`config.mk`:
```
export PLATFORM = sky130hd
export DESIGN_NAME = fp_seq_multiplier
export DESIGN_NICKNAME = d
export VERILOG_FILES = /design/src/rtl/fp_seq_multiplier.sv
export SDC_FILE = /design/constraint.sdc
export NUM_CORES = 1
export LEC_CHECK = 0
export BUFFER_PORTS_ARGS = -buffer_cell sky130_fd_sc_hd__clkbuf_2
export CAP_MARGIN = 0
export CORE_ASPECT_RATIO = 1.4
export CORE_MARGIN = 3
export CORE_UTILIZATION = 32
export CTS_BUF_LIST = sky130_fd_sc_hd__clkbuf_4 sky130_fd_sc_hd__clkbuf_8
export DETAILED_ROUTE_END_ITERATION = 12
export PLACE_DENSITY = 0.5
export SLEW_MARGIN = 5
export SYNTH_ARGS = -nofsm -noshare
export SYNTH_HDL_FRONTEND = slang
export SYNTH_SLANG_ARGS = --single-unit
```
`constraint.sdc`:
```
create_clock -name clk -period 3.6 [get_ports clk]
set_input_delay 0.54 -clock clk [delete_from_list [all_inputs] [get_ports clk]]
set_output_delay 0.54 -clock clk [all_outputs]
set_load 0.01 [all_outputs]
```
`src/rtl/fp_seq_multiplier.sv`:
```
// rtl/fp_seq_multiplier.sv - multi-cycle IEEE-754 single-precision shift-add multiplier, RNE rounding
// Define FP_SEQ_MUL_DENORM_EN for gradual underflow; default build is DAZ/FTZ.
module fp_seq_multiplier (
  input  logic        clk,
  input  logic        rst_n,
  input  logic [31:0] a,
  input  logic [31:0] b,
  input  logic        in_valid,
  output logic        in_ready,
  output logic [31:0] out,
  output logic        out_valid,
  input  logic        out_ready,
  output logic [3:0]  flags
);
  typedef enum logic [2:0] {IDLE, UNPACK, MUL, NORM, ROUND, DONE} state_t;

  state_t            state_q, state_d;
  logic [31:0]       a_q, a_d, b_q, b_d;
  logic              sign_q, sign_d;
  logic signed [9:0] exp_q, exp_d;
  logic [23:0]       mcand_q, mcand_d, mplier_q, mplier_d;
  logic [47:0]       acc_q, acc_d;
  logic [4:0]        cnt_q, cnt_d;
  logic [23:0]       mant_q, mant_d;
  logic              guard_q, guard_d, sticky_q, sticky_d;
  logic              spec_q, spec_d;
  logic [31:0]       out_q, out_d;
  logic [3:0]        flags_q, flags_d;

  logic [7:0]  ea, eb, ea_eff, eb_eff;
  logic [23:0] ma, mb;
  logic        sgn, a_nan, b_nan, a_snan, b_snan, a_inf, b_inf, a_zero, b_zero;
  logic [24:0] psum;

  always_comb begin
    ea     = a_q[30:23];
    eb     = b_q[30:23];
    sgn    = a_q[31] ^ b_q[31];
    a_nan  = (ea == 8'hFF) && (a_q[22:0] != 23'd0);
    b_nan  = (eb == 8'hFF) && (b_q[22:0] != 23'd0);
    a_snan = a_nan && !a_q[22];
    b_snan = b_nan && !b_q[22];
    a_inf  = (ea == 8'hFF) && (a_q[22:0] == 23'd0);
    b_inf  = (eb == 8'hFF) && (b_q[22:0] == 23'd0);
`ifdef FP_SEQ_MUL_DENORM_EN
    a_zero = (a_q[30:0] == 31'd0);
    b_zero = (b_q[30:0] == 31'd0);
    ma     = {ea != 8'd0, a_q[22:0]};
    mb     = {eb != 8'd0, b_q[22:0]};
    ea_eff = (ea == 8'd0) ? 8'd1 : ea;
    eb_eff = (eb == 8'd0) ? 8'd1 : eb;
`else
    // Subnormal operands count as zero, so the implicit bit is always 1 here.
    a_zero = (ea == 8'd0);
    b_zero = (eb == 8'd0);
    ma     = {1'b1, a_q[22:0]};
    mb     = {1'b1, b_q[22:0]};
    ea_eff = ea;
    eb_eff = eb;
`endif
    psum = {1'b0, acc_q[47:24]} + {1'b0, (mplier_q[0] ? mcand_q : 24'd0)};
  end

`ifdef FP_SEQ_MUL_DENORM_EN
  logic [5:0]  lzc;
  logic [46:0] norm_sh;
  always_comb begin
    lzc = 6'd0;
    for (int i = 0; i < 47; i++) begin
      if (acc_q[i]) lzc = 6'(46 - i);
    end
    norm_sh = acc_q[46:0] << lzc;
  end
`endif

  logic [24:0]       rnd_sum;
  logic [22:0]       mant_r;
  logic signed [9:0] exp_r;
  logic              inexact;
  logic [31:0]       rnd_out;
  logic [3:0]        rnd_flags;
`ifdef FP_SEQ_MUL_DENORM_EN
  logic [4:0]  sh_amt;
  logic [49:0] sh_wide;
  logic [24:0] sub_v;
  logic        sub_st, sub_inx;
  logic [23:0] sub_r;
`endif

  always_comb begin
    rnd_sum = {1'b0, mant_q} + {24'd0, guard_q & (sticky_q | mant_q[0])};
    mant_r  = rnd_sum[24] ? rnd_sum[23:1] : rnd_sum[22:0];
    exp_r   = rnd_sum[24] ? exp_q + 10'sd1 : exp_q;
    inexact = guard_q | sticky_q;
`ifdef FP_SEQ_MUL_DENORM_EN
    // Tiny results: denormalise to a fixed lsb weight of 2^-149 before rounding.
    sh_amt  = (exp_q <= -10'sd24) ? 5'd25 : 5'(10'sd1 - exp_q);
    sh_wide = {mant_q, guard_q, 25'd0} >> sh_amt;
    sub_v   = sh_wide[49:25];
    sub_st  = sticky_q | (|sh_wide[24:0]);
    sub_inx = sub_v[0] | sub_st;
    sub_r   = sub_v[24:1] + {23'd0, sub_v[0] & (sub_st | sub_v[1])};
    if (exp_q <= 10'sd0) begin
      rnd_out   = {sign_q, 7'd0, sub_r};
      rnd_flags = {2'b00, sub_inx, sub_inx};
    end else if (exp_r >= 10'sd255) begin
      rnd_out   = {sign_q, 8'hFF, 23'd0};
      rnd_flags = 4'b0101;
    end else begin
      rnd_out   = {sign_q, exp_r[7:0], mant_r};
      rnd_flags = {3'b000, inexact};
    end
`else
    if (exp_r >= 10'sd255) begin
      rnd_out   = {sign_q, 8'hFF, 23'd0};
      rnd_flags = 4'b0101;
    end else if (exp_r <= 10'sd0) begin
      rnd_out   = {sign_q, 31'd0};
      rnd_flags = 4'b0011;
    end else begin
      rnd_out   = {sign_q, exp_r[7:0], mant_r};
      rnd_flags = {3'b000, inexact};
    end
`endif
  end

  always_comb begin
    state_d  = state_q;
    a_d      = a_q;
    b_d      = b_q;
    sign_d   = sign_q;
    exp_d    = exp_q;
    mcand_d  = mcand_q;
    mplier_d = mplier_q;
    acc_d    = acc_q;
    cnt_d    = cnt_q;
    mant_d   = mant_q;
    guard_d  = guard_q;
    sticky_d = sticky_q;
    spec_d   = spec_q;
    out_d    = out_q;
    flags_d  = flags_q;
    case (state_q)
      IDLE: begin
        if (in_valid) begin
          a_d     = a;
          b_d     = b;
          state_d = UNPACK;
        end
      end
      UNPACK: begin
        sign_d   = sgn;
        exp_d    = $signed({2'b00, ea_eff}) + $signed({2'b00, eb_eff}) - 10'sd127;
        mcand_d  = ma;
        mplier_d = mb;
        acc_d    = 48'd0;
        cnt_d    = 5'd0;
        spec_d   = 1'b1;
        state_d  = ROUND;
        // Special results bypass the datapath and are committed as-is in ROUND.
        if (a_nan || b_nan) begin
          out_d   = 32'h7FC00000;
          flags_d = {a_snan | b_snan, 3'b000};
        end else if ((a_inf && b_zero) || (a_zero && b_inf)) begin
          out_d   = 32'h7FC00000;
          flags_d = 4'b1000;
        end else if (a_inf || b_inf) begin
          out_d   = {sgn, 8'hFF, 23'd0};
          flags_d = 4'b0000;
        end else if (a_zero || b_zero) begin
          out_d   = {sgn, 31'd0};
          flags_d = 4'b0000;
        end else begin
          spec_d  = 1'b0;
          state_d = MUL;
        end
      end
      MUL: begin
        acc_d    = {psum, acc_q[23:1]};
        mplier_d = mplier_q >> 1;
        cnt_d    = cnt_q + 5'd1;
        if (cnt_q == 5'd23) state_d = NORM;
      end
      NORM: begin
        state_d = ROUND;
        if (acc_q[47]) begin
          mant_d   = acc_q[47:24];
          guard_d  = acc_q[23];
          sticky_d = |acc_q[22:0];
          exp_d    = exp_q + 10'sd1;
        end else begin
`ifdef FP_SEQ_MUL_DENORM_EN
          mant_d   = norm_sh[46:23];
          guard_d  = norm_sh[22];
          sticky_d = |norm_sh[21:0];
          exp_d    = exp_q - $signed({4'b0000, lzc});
`else
          mant_d   = acc_q[46:23];
          guard_d  = acc_q[22];
          sticky_d = |acc_q[21:0];
`endif
        end
      end
      ROUND: begin
        state_d = DONE;
        if (!spec_q) begin
          out_d   = rnd_out;
          flags_d = rnd_flags;
        end
      end
      DONE: begin
        if (out_ready) state_d = IDLE;
      end
      default: state_d = IDLE;
    endcase
  end

  always_ff @(posedge clk or negedge rst_n) begin
    if (!rst_n) begin
      state_q  <= IDLE;
      a_q      <= 32'd0;
      b_q      <= 32'd0;
      sign_q   <= 1'b0;
      exp_q    <= 10'sd0;
      mcand_q  <= 24'd0;
      mplier_q <= 24'd0;
      acc_q    <= 48'd0;
      cnt_q    <= 5'd0;
      mant_q   <= 24'd0;
      guard_q  <= 1'b0;
      sticky_q <= 1'b0;
      spec_q   <= 1'b0;
      out_q    <= 32'd0;
      flags_q  <= 4'd0;
    end else begin
      state_q  <= state_d;
      a_q      <= a_d;
      b_q      <= b_d;
      sign_q   <= sign_d;
      exp_q    <= exp_d;
      mcand_q  <= mcand_d;
      mplier_q <= mplier_d;
      acc_q    <= acc_d;
      cnt_q    <= cnt_d;
      mant_q   <= mant_d;
      guard_q  <= guard_d;
      sticky_q <= sticky_d;
      spec_q   <= spec_d;
      out_q    <= out_d;
      flags_q  <= flags_d;
    end
  end

  assign in_ready  = (state_q == IDLE);
  assign out_valid = (state_q == DONE);
  assign out       = out_q;
  assign flags     = flags_q;
endmodule

```
# Yosys cells after proc, flatten, opt, wreduce, memory -nomap -nowiden
# Cells that the tools add are included.
# classes
addsub	6
multipliers	0
div	0
magnitude_cmp	2
eq_ne	14
shifts	0
n_mux	39
bitwise	5
reduce_logical	30
# ops
cell	n
32-bit 2-to-1 mux	5
48-bit one-hot mux with 2 select lines	1
32-bit one-hot mux with 2 select lines	1
31-bit 2-to-1 mux	2
24-bit 2-to-1 mux	2
24-bit one-hot mux with 2 select lines	1
23-bit zero test	2
23-bit nonzero test	2
24-bit by 1-bit adder with 25-bit output	1
24-bit by 24-bit adder with 25-bit output	1
3-bit 2-to-1 mux	8
23-bit 2-to-1 mux	1
23-bit OR reduction	1
22-bit OR reduction	1
10-bit 2-to-1 mux	2
4-bit 2-to-1 mux	5
10-bit one-hot mux with 2 select lines	1
3-bit one-hot mux with 6 select lines	1
8-bit equality test, second input constant	2
8-bit zero test	2
10-bit by 2-bit adder with 10-bit output, second input constant	1
10-bit by 9-bit >= comparator with 1-bit output, second input constant	1
10-bit by 1-bit less-or-equal comparator with 1-bit output, second input constant	1
5-bit one-hot mux with 2 select lines	1
23 further kinds	50
# totals
reg_bits	242
latchBits	0
mem_bits_rw	0
mem_bits_ro	0
inputBits	68
out_inout_bits	38
elab_cells	111
memories	0

# Depth between registers and ports, before layout
# logic_depth
depth_word	9
ltp_mapped	13
mapped_depth_nobuf	12

# Worst setup path after synthesis
# No wires, ideal clock.
# synth_timing
path_kind	reg2reg
startpoint	register sticky_q
endpoint	register out_q[11], in the netlist out[11]
setup_time_ps	110
t_arrival_ps	2675
required_time_ps	3490
setup_slack_ps	815
path_stages_with_launch	13
path_buffers	2
synth_period_minus_slack_ps	2785
path_cell_list	dfrtp_1 -> o21a_1 -> ha_1 -> ha_1 -> nand4_1 -> nor3_2 -> and3_1 -> buf_6 -> mux2_1 -> a31oi_1 -> o41ai_4 -> buf_6 -> o41ai_1
# synth_via
elab_chain_len	9
elab_cells_between_ends	11
classes_between	add/sub (1); order compare (2); mux (6); bitwise (2)
# synth_lines
element	line	rtl
start: declaration	25	logic guard_q, guard_d, sticky_q, sticky_d;
start signal: assignment	247	sticky_q <= sticky_d;
1-bit OR *	91	rnd_sum = {1'b0, mant_q} + {24'd0, guard_q & (sticky_q | mant_q[0])};
1-bit AND *	91	
24-bit by 1-bit adder with 25-bit output *	91	
10-bit 2-to-1 mux	93	exp_r = rnd_sum[24] ? exp_q + 10'sd1 : exp_q;
10-bit by 1-bit less-or-equal comparator with 1-bit output	117	end else if (exp_r <= 10'sd0) begin
31-bit 2-to-1 mux	117	
31-bit 2-to-1 mux *	114	if (exp_r >= 10'sd255) begin
32-bit 2-to-1 mux *	206	if (!spec_q) begin
32-bit one-hot mux with 2 select lines *	143	case (state_q)
end signal: assignment	249	out_q <= out_d;
end: declaration	27	logic [31:0] out_q, out_d;
# Mark *: on every way between the ends. The rest lies on a longest branch, timed or not. The select of a mux whose other input is x is not followed.
# A chain may end at the register's enable or synchronous reset.

# Worst setup path after layout
# layout_timing
startpoint	register mplier_q[0]
endpoint	register acc_q[41]
# layout_via
elab_chain_len	3
# layout_lines
element	line	rtl
start: declaration	21	logic [23:0] mcand_q, mcand_d, mplier_q, mplier_d;
start signal: assignment	242	mplier_q <= mplier_d;
24-bit 2-to-1 mux	61	psum = {1'b0, acc_q[47:24]} + {1'b0, (mplier_q[0] ? mcand_q : 24'd0)};
24-bit by 24-bit adder with 25-bit output	61	
48-bit one-hot mux with 2 select lines	143	
end signal: assignment	227	acc_q <= 48'd0;
end signal: assignment	243	acc_q <= acc_d;
end: declaration	22	logic [47:0] acc_q, acc_d;
# No other way between the ends.

==> results.py <==
metrics = {
    "routing": {
        "drtIter0Drc": 503,
        "vias": 9756,
        "wire_per_inst_um": 16.4,
        "ant_nets": 0,
        "drt-total-wl_um": 31500,
        "vias_per_cell": 5.07,
        "remaining_drc_errors": 0,
        "dr.pass1.iters": 5,
    },
    "logic_synthesis": {
        "syn_area_mm2": 0.0126,
        "ys_seq_area_share_pct": 47.9,
        "yosysUniqueCellTypes": 63,
        "synth_area_leaders": "dfrtp_1 (48%), nand2_1 (7.1%), mux2_2 (5.5%), ha_1 (4.3%), o21ai_0 (3.2%)",
        "async_reset_ff_share_pct": 100,
        "synth_warnings": 0,
        "ys_seq_elements": 242,
        "yosysTopAreaCell": "dfrtp_1",
        "synthCells": 1282,
        "ys.flop_type": "dfrtp_1",
        "synth-edff-count": 0,
        "syn-num-nets": 1395,
        "synth_top_area_share_pct": 47.9,
        "syn_avg_cell_area_um2": 9.86,
    },
    "sta": {
        "period_needed_ps": 3150,
        "setup_tns_ps": 0,
        "worst_pin_slew_ps": 1150,
        "clock.fmax_mhz": 317,
        "grt_setup_unrepaired": "no",
        "setup_viol": 0,
        "maxSlewHeadroom_pct": 23.3,
        "min_period_over_period_pct": 87.6,
        "hold_violations": 0,
        "drv_slew": 0,
        "fin_worst_skew_ps": 40.1,
    },
    "placed_design": {
        "port_buffers": 105,
        "dpl.hpwl_um": 22200,
        "place_congestion": 0.832,
        "placed_area_mm2": 0.0137,
    },
    "setup_path": {
        "cp.arrival_ps": 3590,
        "rrSetupSlack_ps": 450,
        "crit_path_top_delay_cell": "dfrtp_1",
        "end_kind": "flip-flop",
        "cp-start-kind": "flip-flop",
        "required_ps": 4040,
        "r2r_start": "mplier_q[0]",
        "path_cells": "and2_1 -> ha_1 -> inv_1 -> fa_1 -> nand2b_1 -> a21oi_1 -> o31a_1 -> o21a_1 -> o21ai_0 -> o2111ai_1 -> o211ai_1",
        "reg2regPathDepth": 11,
        "critical-path-max-stage-delay_ps": 740,
        "path_max_fanout": 25,
        "crit_type": "flip-flop to flip-flop",
        "r2r-end": "acc_q[41]",
    },
    "die": {
        "die_h_um": 241,
        "dieArea_mm2": 0.0419,
        "core-area_mm2": 0.0387,
        "start_util_pct": 32.6,
        "io_pins": 106,
        "die_w_um": 174,
        "num_rows": 85,
    },
    "global_routing": {
        "antenna_found_initial": 0,
        "grt_max_degree": 89,
        "grt_pass1_wl_um": 52400,
        "globalRouteOverflowTotal": 0,
        "first_global_vias": 9716,
        "grt_usage_pct": 15.0,
    },
    "clocking": {
        "cts_tree": "yes",
        "root_buffer": "clkbuf_8",
        "insertion_delay_ps": 590,
        "cts-htree-levels": 2,
        "clock_sinks": 242,
        "path_clk_slew_ps": 60,
        "ctsResizeCount": 0,
        "cts_made_buffers": 43,
        "clock_path_buffers": 3,
    },
    "final_layout": {
        "num-fill-cells": 4039,
        "final_nets": 1489,
        "synthToLayoutAreaGrowth_pct": 15.6,
        "design_area_mm2": 0.0146,
        "antenna_cells": 0,
        "final_common_cell": "dfrtp_1",
        "layout-drive-gt1-share_pct": 19.9,
        "final_cell_mix": "dfrtp_1 (242), nand2_1 (239), clkbuf_2 (104)",
    },
    "power": {
        "powerDensity_mw_per_mm2": 855,
        "ir_worst_vdd_uv": 391,
        "p_leak_nw": 6.60,
        "p_total_mw": 12.5,
    },
    "worst_hold_path": {
        "hold_path_class": "primary input to flip-flop",
        "holdPathEnd": "a_q[30]",
        "hp-start": "a[30]",
        "hold_depth": 3,
    },
    "flow_run": {
        "cap_viol_max_count": 0,
    },
    "outcome": {
        "status": "finished clean",
    },
}
power breakdown:
| group | internal, mW | total [mW] | switching, mW | leakage [nW] |
|---|---|---|---|---|
| clock | 1.53 | 2.69 | 1.16 | 0.476 |
| combinational | 2.18 | 4.93 | 2.75 | 3.03 |
| sequential | 3.79 | 4.86 | 1.07 | 3.10 |
| total | 7.50 | 12.5 | 4.98 | 6.60 |
sequential cells by signal, summed over array words and instances, names as in the netlist:
signal	cells
flags	4
exp_q	10
sign_q	1
mcand_q	24
state_q	3
mant_q	24
guard_q	1
out	32
b_q	32
acc_q	48
spec_q	1
sticky_q	1
a_q	32
cnt_q	5
mplier_q	24
cells by family (layout without fill, tap and decap cells):
kind of cell | after synthesis | in the layout | share of synthesized area, %
buf+inv | 100 | 222 | 3.25
xor+xnor | 42 | 42 | 2.91
compound gates | 296 | 296 | 16.2
fa+ha+maj | 45 | 45 | 4.57
mux | 90 | 90 | 7.75
simple gates | 467 | 467 | 17.4
flops | 242 | 242 | 47.9
through the flow:
step	util [%]	std cells	setup slack, ps	hold WS [ps]
after floorplan	-	1282	815	244
after global placement	35.4	1852	501	455
after detailed placement	35.4	1852	401	456
after CTS	37.7	1926	391	117
after global routing	37.7	1926	160	143
final	37.7	1926	447	162
repair_timing:
action / 4_1_cts / 5_1_grt
endpoints found under the hold margin: 28 / 0
hold buffers: 1 / 0
setup buffers: 0 / 0
per-layer routing:
| metal | track usage (%) | vias to the layer above | wire, um |
|---|---|---|---|
| met4 | 4.63 | 0 | 739 |
| met1 | 20.9 | 4688 | 14900 |
| met5 | 0 | - | 0 |
| met3 | 2.46 | 54 | 1230 |
| met2 | 24.1 | 204 | 14600 |
| li1 | - | 4810 | - |
Yosys cell counts, types with 7 or more instances:
cell,number
nand3_1,21
clkbuf_1,62
mux2i_1,27
nand4_1,19
a21o_1,13
a22oi_1,29
nor2_1,53
nor4_1,18
nor3_1,22
xor2_1,18
a211oi_1,7
nand2_1,239
dfrtp_1,242
xnor2_1,24
o21a_1,11
inv_1,21
ha_1,43
a21oi_1,41
o211ai_1,14
nand2b_1,12
a22o_1,27
buf_2,7
and2_1,30
a32o_1,7
or3_1,9
o41ai_1,24
o21ai_0,80
mux2_2,62
and3_1,12
cell type report:
| type | instances | area [um2] | area share [%] |
|---|---|---|---|
| Sequential cell | 242 | 6060 | 41.5 |
| Multi-Input combinational cell | 940 | 6190 | 42.4 |
| Clock buffer | 67 | 828 | 5.67 |
| Tap cell | 522 | 653 | 4.47 |
| Timing Repair Buffer | 128 | 723 | 4.95 |
| Inverter | 21 | 78.8 | 0.540 |
| Clock inverter | 6 | 72.6 | 0.497 |
worst max-delay path, delay by kind of cell (launching register included):
kind / cells / cell delay, ps
DFF: 1 / 740
and+or+nand+nor: 2 / 430
buffers and inverters: 1 / 60
adders and majority gates: 2 / 560
AOI/OAI and AO/OA: 6 / 1200
worst max path at each step:
stage	start	endpoint	slack [ps]	depth (start not counted)
2_1_floorplan	sticky_q	out[11]	820	12
3_3_place_gp	mplier_q[0]	acc_q[45]	500	11
4_1_cts	mplier_q[0]	acc_q[45]	390	11
6_report	mplier_q[0]	acc_q[41]	450	11
5_1_grt	sticky_q	out[5]	160	12
3_5_place_dp	mplier_q[0]	acc_q[45]	400	11
No activity file was read; power rests on OpenSTA's default activity.
